File: src/rtl/controller_painter.sv
// controller_painter: registered RGB stage that blanks the colour outside the visible raster
// and drives the video DAC's blank_n/sync_n controls.
module controller_painter #(
    parameter int H_ACTIVE = 640,
    parameter int V_ACTIVE = 480
) (
    input  logic        clk,
    input  logic        reset,
    input  logic        vidOn,
    input  logic [9:0]  hCounter,
    input  logic [9:0]  vCounter,
    input  logic [23:0] color,
    output logic [7:0]  blue,
    output logic [7:0]  green,
    output logic [7:0]  red,
    output logic        blank_n,
    output logic        sync_n
);
    localparam logic [10:0] H_LIM = 11'(H_ACTIVE);
    localparam logic [10:0] V_LIM = 11'(V_ACTIVE);
    logic vis;
    // counters past the active area stay blanked even if vidOn is mis-timed
    assign vis = vidOn && ({1'b0, hCounter} < H_LIM) && ({1'b0, vCounter} < V_LIM);
    assign sync_n = 1'b0;
    always_ff @(posedge clk) begin
        if (reset) begin
            red     <= 8'h00;
            green   <= 8'h00;
            blue    <= 8'h00;
            blank_n <= 1'b0;
        end else begin
            red     <= vis ? color[23:16] : 8'h00;
            green   <= vis ? color[15:8]  : 8'h00;
            blue    <= vis ? color[7:0]   : 8'h00;
            blank_n <= vis;
        end
    end
endmodule

File: config.mk
export PLATFORM = sky130hd
export DESIGN_NAME = controller_painter
export DESIGN_NICKNAME = d
export VERILOG_FILES = /design/src/rtl/controller_painter.sv
export SDC_FILE = /design/constraint.sdc
export NUM_CORES = 1
export LEC_CHECK = 0
export ABC_AREA = 1
export CAP_MARGIN = 20
export CORE_ASPECT_RATIO = 2
export CORE_MARGIN = 5
export CORE_UTILIZATION = 30
export CTS_CLUSTER_DIAMETER = 100
export DETAILED_ROUTE_END_ITERATION = 8
export GPL_TIMING_DRIVEN = 0
export PLACE_DENSITY = 0.77
export SYNTH_ARGS = -nofsm -noshare
export SYNTH_HDL_FRONTEND = slang
export SYNTH_SLANG_ARGS = --single-unit
File: constraint.sdc
create_clock -name clk -period 0.8 [get_ports clk]
set_input_delay 0.08 -clock clk [delete_from_list [all_inputs] [get_ports clk]]
set_output_delay 0.08 -clock clk [all_outputs]
set_load 0.05 [all_outputs]
==> impl_metrics.toml <==
[outcome]
status = "complete, but fails checks"
violations = "setup timing"

[placed_design]
dp_hpwl_mm = 1.72
dp.cells = 176
place.port_buffers = 59
gp_congestion = 0.677

[clocking]
clockBufferDepth = 2
htreeDepth = 1
cts_made_buffers = 3
cts_tree = "done"
cts_sinks = 25
clk_pin_slew_worst_paths_ps = 80
cts_root_buf = "clkbuf_8"

[timing]
hold_viol_final = 0
post-route-worst-setup-slack_ps = -31.9
fin_tns_setup_ps = -531
fmax_mhz = 1200
setup_viol = 25
rsz0062_at_grt = "yes"
min_period_ps = 832
min_period_over_period_pct = 104
drv_slew = 0

[detailed_routing]
dr.pass1.iters = 3
vias = 769
via_per_inst = 4.09
wl_per_cell_um = 12.4
ant_nets = 0
drc_errors = 0
drt-initial-drc-count = 7
wirelength_mm = 2.33

[synth]
synth_top_family_by_area = "simple AND/OR/NAND/NOR gates"
syn_area_um2 = 835
synth_edf_count = 0
synthSimpleGateAreaFrac_pct = 22.3
yosysSeqAreaShare_pct = 60.0
synth_top_cell_by_area = "dfxtp_1"
synth.most_common_cell = "inv_1"
netlist.area_leader.share_pct = 60.0
synth_fa_ha_area_share_pct = 0
syn_nets = 135
synth-seq-cells = 25
yosys.area_share.xor_xnor_pct = 0
async_flop_share_pct = 0
synth_area_leaders = "dfxtp_1, nor2_2, inv_1, buf_6, nor2_4"
synth_common_cells = "inv_1, dfxtp_1, nor2_2, nor2_1, nand2_1"
synth-main-ff-cell = "dfxtp_1"
synth_compound_area_share_pct = 1.05
synthCells = 88
yosysWarnings = 0
avgSynthCellArea_um2 = 9.48
netlist-cell-type-count = 11
muxShareOfSynthArea_pct = 0

[pwr]
switching_power_mw = 0.615
power_density_nw_per_um2 = 1370
switching_share_pct = 24.4
pwr-share-seq_pct = 51.1
vdd_drop_max_mv = 1.15
comb_power_share_pct = 20.0
p_leak_nw = 0.879
intPower_mw = 1.91
clockPowerShare_pct = 28.9

[floorplan]
die_area_um2 = 4000
fp.dieW_um = 47.3
num_io_pins = 73
dieHeight_um = 84.6
initial_core_util_pct = 30.9
rows = 27
coreArea_um2 = 2700

[critical_path]
startpoint_type = "flip-flop"
critical_path.top_delay_family = "flip-flops"
critPathMaxFanout = 1
slowest_stage = "dfxtp_2"
cp_data_arrival_time_ps = 750
path_cells = "buf_8"
crit_path_end_kind = "output port"
crit_type = "reg2out"
crit_required_ps = 720
crit_path_max_incr_delay_ps = 340
cp.buffers_inverters = 1

[layout]
fin_nets = 207
layout-drive-gt1-share_pct = 56.6
layoutNonFillerInstCount = 188
antenna_cells = 0
area_growth_syn_to_layout_pct = 121

[global_route]
grt_first_pass_wirelength_mm = 3.43
antenna_found_initial = 0
grt_remaining_overflow = 0
grt_max_degree = 14
grt_use_total_pct = 12.4
first_global_vias = 785

[hold_path]
min_path_type = "in2reg"

[run]
drv_cap = 0
-- routing by layer --
layer | wire (um) | share of wire, % | up-vias | track usage [%]
met5 | 0 | 0 | - | 0
met4 | 81 | 3.5 | 0 | 8.82
met3 | 253 | 11 | 6 | 3.22
met2 | 1390 | 60 | 42 | 21.9
met1 | 599 | 26 | 343 | 10.6
li1 | - | - | 378 | -
-- placed cells by master, fill, tap and decap left out, types with 2 or more instances in the layout --
cell type        Yosys  routed
nor2_4               2       9
nor2_2              18      13
buf_6                2       3
buf_16               0       2
inv_1               28      28
clkdlybuf4s15_1      0       6
dfxtp_2              0      25
buf_12               0       4
buf_4                1       3
clkdlybuf4s50_1      0      24
nor2_1               5       3
buf_8                0      24
clkbuf_8             0       3
dlygate4sd2_1        0       3
nand2_1              4       3
-- cells by family after synthesis --
family,after synthesis
AOI/OAI and AO/OA,1
buffers and inverters,31
DFF,25
other,1
and+or+nand+nor,30
-- power groups by stage --
| stage | sequential, mW | clock (mW) | combinational, mW |
|---|---|---|---|
| detailed placement | 1.31 | 0 | 0.420 |
| global route | 1.29 | 0.801 | 0.532 |
| finish | 1.29 | 0.729 | 0.505 |
| CTS | 1.29 | 0.756 | 0.488 |
| floorplan | 1.40 | 0 | 0.0955 |
| global placement | 1.30 | 0 | 0.413 |
-- final timing paths --
kind	startpoint	endpoint	slack, ps	cells after the start
worst max-delay path	green[1]	green[1]	-30	1
worst min-delay path	color[7]	blue[7]	320	3
-- layout make-up --
cell class	count	area [um2]
multi-input cells	32	241
plain buffers	3	47.5
clock buffers	4	45.0
inverters	28	105
flip-flops and latches	25	532
fillers	206	860
repair buffers	67	836
well taps	29	36.3
-- sequential cells by signal, indices dropped and copies added (netlist names) --
name and count:
blank_n 1, green 8, red 8, blue 8
-- per-stage QoR --
step / area (um2) / utilization (%) / setup WS (ps) / hold WS (ps) / power [mW]
after floorplan: 835 / - / 131 / 192 / 1.50
after global placement: 1460 / 54.1 / -388 / 605 / 1.72
after detailed placement: 1460 / 54.1 / -396 / 613 / 1.73
after CTS: 1790 / 66.3 / -39.9 / 318 / 2.53
after global routing: 1840 / 68.2 / -60.4 / 321 / 2.63
final: 1840 / 68.2 / -31.9 / 322 / 2.52
-- repair_timing --
item,in CTS,in global routing
resized for setup,246,14
cloned,2,0
hold buffers,0,0
buffers inserted,5,1
pin swaps,8,8
endpoints found under the setup margin,45,36
endpoints found under the hold margin,0,0
(Power assumes the default switching activity.)
